[config.mk]
export PLATFORM = sky130hd
export DESIGN_NAME = alu_nbit_seq
export DESIGN_NICKNAME = d
export VERILOG_FILES = /design/src/rtl/alu_nbit_seq.sv
export SDC_FILE = /design/constraint.sdc
export NUM_CORES = 1
export LEC_CHECK = 0
export ABC_CLOCK_PERIOD_IN_PS = 2800
export CAP_MARGIN = 30
export CORE_ASPECT_RATIO = 2
export CORE_UTILIZATION = 56
export DETAILED_ROUTE_END_ITERATION = 10
export PLACE_DENSITY = 0.91
export SYNTH_ARGS = -nofsm -noshare
export SYNTH_HDL_FRONTEND = slang
export SYNTH_SLANG_ARGS = --single-unit
[constraint.sdc]
create_clock -name Clock -period 2.8 [get_ports Clock]
set_input_delay 0.56 -clock Clock [delete_from_list [all_inputs] [get_ports Clock]]
set_output_delay 0.56 -clock Clock [all_outputs]
set_load 0.01 [all_outputs]
[src/rtl/alu_nbit_seq.sv]
// rtl/alu_nbit_seq.sv - registered N-bit ALU with valid/ready handshake and held result/flags.
// Optional iterative shift-add multiply is compiled in when ALU_MUL_EN is defined.
module alu_nbit_seq #(
  parameter int WIDTH = 24
) (
  input  logic             Clock,
  input  logic             ResetN,
  input  logic             InValid,
  output logic             InReady,
  input  logic [3:0]       Op,
  input  logic [WIDTH-1:0] A,
  input  logic [WIDTH-1:0] B,
  output logic             OutValid,
  input  logic             OutReady,
  output logic [WIDTH-1:0] Result,
  output logic             Zero,
  output logic             CarryOut,
  output logic             Overflow,
  output logic             Illegal
);

  localparam logic [3:0] OP_AND = 4'b0000;
  localparam logic [3:0] OP_OR  = 4'b0001;
  localparam logic [3:0] OP_ADD = 4'b0010;
  localparam logic [3:0] OP_XOR = 4'b0011;
  localparam logic [3:0] OP_SUB = 4'b0110;
  localparam logic [3:0] OP_SLT = 4'b0111;
  localparam logic [3:0] OP_NOR = 4'b1100;
`ifdef ALU_MUL_EN
  localparam logic [3:0] OP_MUL = 4'b1000;
  localparam int         CW     = $clog2(WIDTH);
`endif

  typedef enum logic [1:0] {
    IDLE = 2'd0,
`ifdef ALU_MUL_EN
    MUL  = 2'd2,
`endif
    HOLD = 2'd1
  } state_t;

  state_t state_q, state_d;
  logic   in_ready;
  logic   load_alu;

  logic [WIDTH:0]   add_full;
  logic [WIDTH:0]   sub_full;
  logic             add_ovf;
  logic             sub_ovf;
  logic [WIDTH-1:0] alu_res;
  logic             alu_c;
  logic             alu_v;
  logic             alu_ill;

`ifdef ALU_MUL_EN
  logic               start_mul;
  logic               load_mul;
  logic               op_is_mul;
  logic [2*WIDTH-1:0] mcand_q;
  logic [WIDTH-1:0]   mplier_q;
  logic [2*WIDTH-1:0] acc_q;
  logic [2*WIDTH-1:0] acc_next;
  logic [CW-1:0]      cnt_q;

  assign op_is_mul = (Op == OP_MUL);
  assign acc_next  = acc_q + (mplier_q[0] ? mcand_q : '0);
`endif

  // Subtract is formed as A + ~B + 1 so the carry out doubles as "no borrow".
  assign add_full = {1'b0, A} + {1'b0, B};
  assign sub_full = {1'b0, A} + {1'b0, ~B} + {{WIDTH{1'b0}}, 1'b1};
  assign add_ovf  = (A[WIDTH-1] == B[WIDTH-1]) && (add_full[WIDTH-1] != A[WIDTH-1]);
  assign sub_ovf  = (A[WIDTH-1] != B[WIDTH-1]) && (sub_full[WIDTH-1] != A[WIDTH-1]);

  always_comb begin
    alu_res = '0;
    alu_c   = 1'b0;
    alu_v   = 1'b0;
    alu_ill = 1'b0;
    case (Op)
      OP_AND: alu_res = A & B;
      OP_OR:  alu_res = A | B;
      OP_XOR: alu_res = A ^ B;
      OP_NOR: alu_res = ~(A | B);
      OP_ADD: begin
        alu_res = add_full[WIDTH-1:0];
        alu_c   = add_full[WIDTH];
        alu_v   = add_ovf;
      end
      OP_SUB: begin
        alu_res = sub_full[WIDTH-1:0];
        alu_c   = sub_full[WIDTH];
        alu_v   = sub_ovf;
      end
      OP_SLT: begin
        alu_res = {{(WIDTH-1){1'b0}}, sub_full[WIDTH-1] ^ sub_ovf};
        alu_c   = sub_full[WIDTH];
      end
`ifdef ALU_MUL_EN
      OP_MUL: alu_ill = 1'b0;
`endif
      default: alu_ill = 1'b1;
    endcase
  end

  always_ff @(posedge Clock or negedge ResetN) begin
    if (!ResetN) begin
      state_q <= IDLE;
    end else begin
      state_q <= state_d;
    end
  end

  always_comb begin
    state_d   = state_q;
    in_ready  = 1'b0;
    load_alu  = 1'b0;
`ifdef ALU_MUL_EN
    start_mul = 1'b0;
    load_mul  = 1'b0;
`endif
    case (state_q)
      IDLE: in_ready = 1'b1;
      HOLD: begin
        in_ready = OutReady;
        if (OutReady) begin
          state_d = IDLE;
        end
      end
`ifdef ALU_MUL_EN
      MUL: begin
        if (cnt_q == '0) begin
          load_mul = 1'b1;
          state_d  = HOLD;
        end
      end
`endif
      default: state_d = IDLE;
    endcase
    // A new request in HOLD overrides the return to IDLE (back-to-back accept).
    if (InValid && in_ready) begin
`ifdef ALU_MUL_EN
      if (op_is_mul) begin
        start_mul = 1'b1;
        state_d   = MUL;
      end else begin
`else
      begin
`endif
        load_alu = 1'b1;
        state_d  = HOLD;
      end
    end
  end

  assign InReady  = in_ready;
  assign OutValid = (state_q == HOLD);

  always_ff @(posedge Clock or negedge ResetN) begin
    if (!ResetN) begin
      Result   <= '0;
      Zero     <= 1'b1;
      CarryOut <= 1'b0;
      Overflow <= 1'b0;
      Illegal  <= 1'b0;
    end else if (load_alu) begin
      Result   <= alu_res;
      Zero     <= (alu_res == '0);
      CarryOut <= alu_c;
      Overflow <= alu_v;
      Illegal  <= alu_ill;
    end
`ifdef ALU_MUL_EN
    else if (load_mul) begin
      Result   <= acc_next[WIDTH-1:0];
      Zero     <= (acc_next[WIDTH-1:0] == '0);
      CarryOut <= 1'b0;
      Overflow <= |acc_next[2*WIDTH-1:WIDTH];
      Illegal  <= 1'b0;
    end
`endif
  end

`ifdef ALU_MUL_EN
  // One shift-add step per cycle; the step taken with cnt_q == 0 is the last.
  always_ff @(posedge Clock or negedge ResetN) begin
    if (!ResetN) begin
      mcand_q  <= '0;
      mplier_q <= '0;
      acc_q    <= '0;
      cnt_q    <= '0;
    end else if (start_mul) begin
      mcand_q  <= {{WIDTH{1'b0}}, A};
      mplier_q <= B;
      acc_q    <= '0;
      cnt_q    <= CW'(WIDTH - 1);
    end else if (state_q == MUL) begin
      acc_q    <= acc_next;
      mcand_q  <= mcand_q << 1;
      mplier_q <= mplier_q >> 1;
      if (cnt_q != '0) begin
        cnt_q <= cnt_q - 1'b1;
      end
    end
  end
`endif

endmodule
==> impl_metrics.ini, run 1 <==
[yosys]
ys.flop_type = dfrtp_1
synth_area_leaders = ha_1 (17%), dfrtp_1 (13%), a21oi_1 (5.9%)
synth_top_area_share = 0.168
netlist_area_um2 = 5450
ys_ff_latch = 29
synth-edff-count = 0
yosys_warnings = 0
synth_area_leader_cell = ha_1
synthTopCellsByCount = inv_1 (76), nand2_1 (76), ha_1 (73)
async_reset_ff_frac = 1.00
synth.net_count = 895
seq_area_frac_synth = 0.133
syn_area_per_cell_um2 = 7.14
ys_types = 73
synth_cells = 763

[clocking]
cts_root_buf = clkbuf_16
cts_buffers = 5
htreeDepth = 2
clk_path_buf_depth = 2
cts_hold_buf = 0
cts_setup_buffers = 56
cts-resized-gates = 375
cts_sinks = 29

[floorplanning]
start_util = 0.580
dieHeight_um = 141
die_w_um = 71.7
top_level_ports = 86
row_count = 50

[place]
globalplace.congestion = 1.22
placed_cell_area_um2 = 8450
hpwlAfterDp_um = 22500
io_buffers = 85

[outcome]
failed_stage = clock tree synthesis
status = stopped before the end
error_line = [ERROR DPL-0038] Utilization greater than 100%, impossible to legalize
## kinds of logic after synthesis
kind of cell             synth area share
AO/OA/AOI/OAI                       0.365
AND/OR/NAND/NOR                     0.208
buffers and inverters              0.0974
adder cells (fa/ha/maj)             0.179
flip-flops                          0.133
XOR/XNOR                          0.00804
multiplexers                      0.00965
## metrics by stage
step	setup slack, ns	instances	hold WS [ns]	setup TNS, ns	utilization
2_1_floorplan	-1.28	763	0.264	-3.37	-
3_3_place_gp	-2.11	1176	0.457	-21.28	0.900
3_5_place_dp	-2.48	1176	0.478	-25.99	0.900
==> run 2: changes to the inputs <==
--- a/config.mk
+++ b/config.mk
@@ -7,10 +7,9 @@
 export LEC_CHECK = 0
 export ABC_CLOCK_PERIOD_IN_PS = 2800
 export CAP_MARGIN = 30
-export CORE_ASPECT_RATIO = 2
-export CORE_UTILIZATION = 56
+export CORE_UTILIZATION = 40
 export DETAILED_ROUTE_END_ITERATION = 10
-export PLACE_DENSITY = 0.91
+export PLACE_DENSITY_LB_ADDON = 0.15
 export SYNTH_ARGS = -nofsm -noshare
 export SYNTH_HDL_FRONTEND = slang
 export SYNTH_SLANG_ARGS = --single-unit
==> run 2 against run 1 <==
The flow now finishes, with violations (setup timing); synthesized area unchanged; synthesized cell count unchanged.
==> impl_metrics.ini, run 2 <==
[routing]
drt_iter0_drc = 575
vias = 7639
postRouteAntennaNets = 0
drc = 0
wirelength_um = 25600
viasPerCell = 5.77
dr.pass1.iters = 5
wl_per_cell_um = 19.3

[outcome]
status = finished, violations left
violations = setup timing

[layout]
final_common_cell = buf_4
largest_reg_flops = 24
area_growth_pct = 88.2
drive_above_1_share = 0.505
num_antenna_cells = 0
nFillCells = 968
final_nets = 1278
stdcell_area_um2 = 10200
regMostFlops = Result
final_cell_mix = buf_4 (308), nand2_1 (71), nor2_1 (53)
utilization = 0.774
stdcell_count = 1323

[sta]
setup_viol = 14
max-slew-margin-rel = 0.642
drv_slew = 0
hold_viol_final = 0
finalClockSkew_ns = 0.00894
worst_slew_pin_slew_ns = 0.536
rsz0062_at_grt = true
period_needed_ns = 4.23
layout_setup_ws_ns = -1.43
fmax_mhz = 237
fin_tns_setup_ns = -6.50
period_share = 1.51

[yosys]
yosys_warnings = 0
synth_cells = 763
async_reset_ff_frac = 1.00
seq_area_frac_synth = 0.133
netlist_area_um2 = 5450
synth_top_area_share = 0.168
synthTopCellsByCount = inv_1 (76), nand2_1 (76), ha_1 (73)
syn_area_per_cell_um2 = 7.14
ys_ff_latch = 29
synth.net_count = 895
ys.flop_type = dfrtp_1
synth-edff-count = 0
synth_area_leaders = ha_1 (17%), dfrtp_1 (13%), a21oi_1 (5.9%)
synth_area_leader_cell = ha_1
ys_types = 73

[floorplanning]
die_w_um = 119
top_level_ports = 86
start_util = 0.411
dieHeight_um = 119
row_count = 42
die-area_um2 = 14100
core_area_um2 = 13200

[power]
ir_drop_mv = 0.226
p_leak_uw = 0.00461
power.density_nw_per_um2 = 308

[place]
dp.cells = 1256
globalplace.congestion = 0.974
hpwlAfterDp_um = 19600
io_buffers = 85
placed_cell_area_um2 = 8560

[global_route]
grt_pass1_vias = 8051
antenna_found_initial = 0
grt_overflow = 0
grt_first_pass_wirelength_um = 40700
grt_max_degree = 32
track_usage = 0.363

[worst_setup_path]
required_ns = 2.98
end_kind = register
cp.arrival_ns = 4.40
start_kind = input pin
critPathKind = in -> reg
crit_fanout = 2

[clocking]
cts_root_buf = clkbuf_16
cts_sinks = 29
htreeDepth = 2
cts_tree = done
cts_buffers = 5
path_clk_slew_ns = 0.05
clk_path_buf_depth = 2
clock_latency_ns = 0.28

[hold_path]
hold_class = reg -> reg

[flow_run]
maxCapViolations = 0
[run 2: cell counts after synthesis]
No cell type changed its count.
[run 2: layout make-up]
cell class,instances,area (µm²),area share
clock buffers,7,153,0.0149
inverters,77,330,0.0322
repair buffers,426,3500,0.341
flip-flops and latches,29,727,0.0709
well taps,176,220,0.0215
multi-input cells,607,5320,0.519
clock inverters,1,5.00,0.000488
[run 2: worst max-delay path, stage by stage]
cell and delay [ns]:
buf_8 0.08, clkinvlp_4 0.10, ha_4 0.27, nor3_4 0.18, o31ai_4 0.11, a21oi_4 0.20, o311ai_4 0.13, o221ai_2 0.22
a21oi_2 0.08, o21ai_1 0.16, a21oi_1 0.09, o21bai_1 0.23, fa_2 0.25, a311oi_2 0.13, nor3_2 0.23, nor4b_2 0.22
nand4_1 0.13, nor4_2 0.21, nand4_1 0.12, or4_4 0.43, o41ai_2 0.29
[run 2: final timing paths]
kind | cells past startpoint | end | slack, ns | start
hold / removal | 2 | Result[20] | 0.48 | Result[20]
setup reg to reg | 10 | Zero | 0.21 | state_q[0]
hold reg to reg | 2 | Result[20] | 0.48 | Result[20]
max in group asynchronous | 2 | Zero | 1.82 | ResetN
min in group asynchronous | 2 | Result[15] | 0.67 | ResetN
setup / recovery | 21 | Zero | -1.43 | A[1]
[run 2: logic make-up (layout without fill, tap and decap cells)]
logic type               count (synthesis)  in the layout  synth area share
AND/OR/NAND/NOR                        236            236             0.208
buffers and inverters                  127            511            0.0974
adder cells (fa/ha/maj)                 76             76             0.179
AO/OA/AOI/OAI                          285            285             0.365
XOR/XNOR                                 5              5           0.00804
flip-flops                              29             29             0.133
multiplexers                             5              5           0.00965
[run 2: power breakdown]
| group | internal (µW) | leakage (µW) | total [µW] | switching [µW] |
|---|---|---|---|---|
| sequential | 480 | 0.000368 | 517 | 37.2 |
| clock | 375 | 0.0000799 | 558 | 183 |
| combinational | 1060 | 0.00416 | 2080 | 1030 |
| total | 1910 | 0.00461 | 3160 | 1250 |
[run 2: repair_timing]
item	4_1_cts	5_1_grt
pin swaps	83	60
hold buffers	0	0
buffers inserted	53	21
endpoints found under the setup margin	23	20
cloned	0	0
gates resized for setup	358	69
[run 2: per-layer routing]
metal / track usage / part of all wire
met3: 0.0671 / 0.066
met1: 0.435 / 0.41
met4: 0.191 / 0.054
met2: 0.614 / 0.47
met5: 0 / 0
[run 2: metrics by stage]
stage               setup slack (ns)  hold slack (ns)  total power (µW)
finish                         -1.43            0.482              3160
global route                   -1.65            0.514              3320
CTS                            -1.37            0.491              3030
detailed placement             -2.34            0.479              2170
global placement               -2.11            0.467              2140
floorplan                      -1.28            0.264              1270
No activity file was read; power rests on OpenSTA's default activity.
==> run 3: changes to the inputs <==
--- a/config.mk
+++ b/config.mk
@@ -9,7 +9,8 @@
 export CAP_MARGIN = 30
 export CORE_UTILIZATION = 40
 export DETAILED_ROUTE_END_ITERATION = 10
-export PLACE_DENSITY_LB_ADDON = 0.15
+export PLACE_DENSITY = 0.73
+export SLEW_MARGIN = 0
 export SYNTH_ARGS = -nofsm -noshare
 export SYNTH_HDL_FRONTEND = slang
 export SYNTH_SLANG_ARGS = --single-unit
==> run 3 against run 2 <==
Routed wire length fell by 4.6%; cell area fell by 1.9%; utilization fell by 1.5 points; the flow still finishes with violations (setup timing); clock skew fell by 0.0059 ns; clock power rose by 0.9%; flip-flop and latch count did not move; final cell count fell by 2.1%; total power fell by 1.5%; maximum frequency rose by 3.1%; register-to-register slack improved by 0.02 ns; critical path depth did not move.
==> impl_metrics.ini, run 3 (synthesized netlist as in run 2, its figures left out) <==
[clocking]
cts_root_buf = clkbuf_16
htreeDepth = 2
cts_hold_buf = 0
clk_path_buf_depth = 2
clock_latency_ns = 0.28
cts_tree = done
cts_sinks = 29
path_clk_slew_ns = 0.05
cts_buffers = 5

[sta]
layout_setup_ws_ns = -1.30
max-slew-margin-rel = 0.683
period_share = 1.46
period_needed_ns = 4.10
hold_viol_final = 0
fmax_mhz = 244
worst_slew_pin_slew_ns = 0.476
rsz0062_at_grt = true
finalClockSkew_ns = 0.00308
timing.hold.ws_ns = 0.478
drv_slew = 0
setup_viol = 13

[floorplanning]
row_count = 42
die-area_um2 = 14100
dieHeight_um = 119
core_area_um2 = 13200
top_level_ports = 86
die_w_um = 119
start_util = 0.411

[layout]
final_nets = 1250
nFillCells = 948
drive_above_1_share = 0.490
seq_area_um2 = 727
num_antenna_cells = 0
final_cell_mix = buf_4 (283), nand2_1 (69), nor2_1 (50)
regMostFlops = Result
multiInputGateArea_um2 = 5280
stdcell_area_um2 = 10100
utilization = 0.759
area_growth_pct = 84.5
stdcell_count = 1295
final_common_cell = buf_4
largest_reg_flops = 24

[routing]
vias = 7569
dr.pass1.iters = 6
viasPerCell = 5.84
postRouteAntennaNets = 0
wl_per_cell_um = 18.8
drt_iter0_drc = 803
drc = 0
wirelength_um = 24400

[flow_run]
maxCapViolations = 0

[hold_path]
holdPathStages = 2
holdPathEnd = Result[16]
hold_class = reg -> reg
worstHoldStart = Result[16]

[global_route]
track_usage = 0.329
grt_max_degree = 34
grt_first_pass_wirelength_um = 37100
grt_overflow = 0
antenna_found_initial = 0
grt_pass1_vias = 7419

[place]
placed_cell_area_um2 = 8510
dp.cells = 1248
hpwlAfterDp_um = 18000
io_buffers = 85
globalplace.congestion = 0.997

[worst_setup_path]
crit-reg2reg-launch = state_q[0]
path_delay_family = simple AND/OR/NAND/NOR gates
cp.arrival_ns = 4.28
slowest_delay_ns = 0.50
crit_fanout = 3
required_ns = 2.98
crit_slowest_cell = or4_4
end_kind = register
reg2reg_depth = 10
r2r_end = Zero
worstSetupStartpoint = A[4]
start_kind = input pin
critPathKind = in -> reg
critPathBufInv = 2
crit_chain = buf_8, inv_6, ha_4, nor3_4, o31ai_4, a21oi_4, o311ai_4, o221ai_2, a21oi_1, o21ai_1, a21oi_1, o21bai_1, fa_2, a311oi_2, nor3_2, nor4b_4, nand4_1, nor4_2, nand4_1, or4_4, o41ai_2
rrSetupSlack_ns = 0.23

[power]
total_power_uw = 3110
power.density_nw_per_um2 = 310
ir_drop_mv = 0.275
p_leak_uw = 0.00447

[outcome]
status = finished, violations left
violations = setup timing
run 3: changes by cell type in the layout (fill, tap and decap cells not counted), moves of 5 or more:
| cell | previous run | this run |
|---|---|---|
| buf_4 | 308 | 283 |
| buf_2 | 10 | 0 |
| clkdlybuf4s15_1 | 1 | 7 |
| clkbuf_2 | 3 | 9 |
| a211oi_2 | 5 | 10 |
| buf_6 | 47 | 37 |
| inv_2 | 33 | 28 |
run 3: report_power, final:
part	switching (µW)	internal (µW)
clock	188	375
sequential	37.3	480
combinational	1000	1030
total	1230	1890
run 3: area by class of cell:
| class | instances | share of cell area |
|---|---|---|
| multi-input cells | 607 | 0.526 |
| repair buffers | 398 | 0.330 |
| flip-flops and latches | 29 | 0.0723 |
| inverters | 77 | 0.0342 |
| well taps | 176 | 0.0219 |
| clock buffers | 7 | 0.0152 |
| clock inverters | 1 | 0.000498 |
run 3: tightest hold or removal path, cell delays in order (launching register included):
cell and delay, ns:
dfrtp_1 0.34, nand2_1 0.06, o21ai_2 0.05
run 3: how the worst max path moves through the flow:
| stage | end | depth (start not counted) |
|---|---|---|
| after floorplan | Zero | 21 |
| after global placement | Zero | 21 |
| after detailed placement | Zero | 21 |
| after CTS | Zero | 21 |
| after global routing | Zero | 21 |
| final | Zero | 21 |
run 3: layer usage:
metal | global-route usage | up-vias | routed length [µm]
met5 | 0 | - | 0
met4 | 0.117 | 0 | 1090
met3 | 0.0458 | 107 | 1790
met2 | 0.585 | 390 | 12000
met1 | 0.402 | 3567 | 9550
li1 | - | 3505 | -
run 3: what timing repair did:
action                     in CTS  in global routing
resized for setup             269                131
pin swaps                      64                 50
buffers inserted               27                 16
hold endpoints to repair        0                  0
gates cloned                    0                  0
setup endpoints to repair      23                 20
run 3: per-stage QoR:
step	worst slack [ns]	TNS, ns
floorplan	-1.28	-3.37
global placement	-2.05	-21.62
detailed placement	-2.14	-23.13
CTS	-1.24	-4.29
global route	-1.49	-6.00
finish	-1.30	-4.44
==> run 4: changes to the inputs <==
--- a/config.mk
+++ b/config.mk
@@ -9,7 +9,7 @@
 export CAP_MARGIN = 30
 export CORE_UTILIZATION = 40
 export DETAILED_ROUTE_END_ITERATION = 10
-export PLACE_DENSITY = 0.73
+export PLACE_DENSITY = 0.63
 export SLEW_MARGIN = 0
 export SYNTH_ARGS = -nofsm -noshare
 export SYNTH_HDL_FRONTEND = slang
==> run 4 against run 3 <==
The run still ends with setup timing left; setup slack gained 0.014 ns; clock power is essentially flat; combinational power grew 2%; critical endpoint unchanged.
==> impl_metrics.ini, run 4 (synthesized netlist as in run 2, its figures left out) <==
[global_route]
track_usage = 0.366
antenna_found_initial = 0
grt_overflow = 0
grt_max_degree = 30
grt_first_pass_wirelength_um = 40600
grt_pass1_vias = 7816

[sta]
period_share = 1.46
period_needed_ns = 4.08
worst_slew_pin_slew_ns = 0.637
finalClockSkew_ns = 0.00123
drv_slew = 0
max-slew-margin-rel = 0.570
timing.hold.ws_ns = 0.473
fmax_mhz = 245
layout_setup_ws_ns = -1.28
rsz0062_at_grt = true
setup_viol = 17
hold_viol_final = 0

[layout]
largest_reg_flops = 24
nFillCells = 989
area_growth_pct = 85.5
stdcell_count = 1311
final_common_cell = buf_4
drive_above_1_share = 0.492
final_cell_mix = buf_4 (302), nand2_1 (72), nor2_1 (49)
num_antenna_cells = 0
regMostFlops = Result
final_nets = 1266

[routing]
vias = 7759
wirelength_um = 26800
viasPerCell = 5.92
postRouteAntennaNets = 0
drc = 0
dr.pass1.iters = 8
drt_iter0_drc = 711
wl_per_cell_um = 20.5

[clocking]
cts_hold_buf = 0
cts_buffers = 5
htreeDepth = 2
clock_latency_ns = 0.27
clk_path_buf_depth = 2
path_clk_slew_ns = 0.05
cts_tree = done
cts_sinks = 29
cts_root_buf = clkbuf_16

[place]
io_buffers = 85
hpwlAfterDp_um = 20500
dp.cells = 1268
globalplace.congestion = 0.973

[floorplanning]
top_level_ports = 86
start_util = 0.411
row_count = 42
die-area_um2 = 14100
dieHeight_um = 119
die_w_um = 119
core_area_um2 = 13200

[power]
p_leak_uw = 0.00454
power.density_nw_per_um2 = 312
ir_drop_mv = 0.239

[worst_setup_path]
required_ns = 2.98
rrSetupSlack_ns = 0.18
end_kind = register
start_kind = input pin
slowest_delay_ns = 0.42
crit_chain = buf_2, inv_2, ha_4, nor3_4, o31ai_4, a21oi_4, o311ai_4, o221ai_2, a21oi_2, o21ai_2, a21oi_2, o21bai_2, fa_2, a311oi_2, nor3_2, nor4b_2, nand4_1, nor4_2, nand4_1, or4_1, o41ai_2
critPathBufInv = 2
crit_fanout = 3
critPathKind = in -> reg
path_delay_family = simple AND/OR/NAND/NOR gates
crit_slowest_cell = or4_1
cp.arrival_ns = 4.27

[hold_path]
hold_class = reg -> reg

[flow_run]
maxCapViolations = 0

[outcome]
violations = setup timing
status = finished, violations left
[run 4: where the power goes]
group	internal, µW	switching [µW]
registers	480	35.5
clock network	375	184
logic	1040	1040
[run 4: final timing paths]
check                           startpoint         end  cells past startpoint
worst max-delay path                  A[2]        Zero                     21
worst min-delay path            Result[20]  Result[20]                      2
worst max register to register  state_q[0]        Zero                     10
worst min register to register  Result[20]  Result[20]                      2
max in group asynchronous           ResetN        Zero                      2
min in group asynchronous           ResetN  state_q[0]                      2
[run 4: area by class of cell]
cell class	count	area [µm²]	area share
multi-input cells	607	5240	0.519
repair buffers	414	3410	0.337
flip-flops and latches	29	727	0.0719
inverters	77	350	0.0347
well taps	176	220	0.0218
clock buffers	7	153	0.0151
clock inverters	1	5.00	0.000495
[run 4: through the flow]
| stage | power, µW | TNS, ns | instance area [µm²] | utilization | setup slack [ns] |
|---|---|---|---|---|---|
| final | 3150 | -6.96 | 10100 | 0.763 | -1.28 |
| after global routing | 3290 | -9.25 | 10100 | 0.763 | -1.56 |
| after CTS | 2960 | -6.42 | 9640 | 0.728 | -1.45 |
| after detailed placement | 2190 | -24.55 | 8650 | 0.653 | -2.14 |
| after global placement | 2160 | -22.74 | 8650 | 0.653 | -1.98 |
| after floorplan | 1270 | -3.37 | 5630 | - | -1.28 |
[run 4: what timing repair did]
item	in CTS	in global routing
setup endpoints to repair	23	21
resized for setup	288	109
buffers inserted	24	18
pin swaps	72	50
[run 4: layer usage]
layer  track usage  up-vias  routed length (µm)  share of wire
met5             0        -                   0              0
met4         0.146        0                1160          0.043
met3        0.0483      119                2010          0.075
met2         0.646      424               13100           0.49
met1         0.445     3686               10500           0.39
li1              -     3530                   -              -
[run 4: worst min-delay path, delay by kind of cell, from the launching register on]
kind / cells / cell delay, ns
flip-flops: 1 / 0.33
AO/OA/AOI/OAI: 1 / 0.06
AND/OR/NAND/NOR: 1 / 0.05
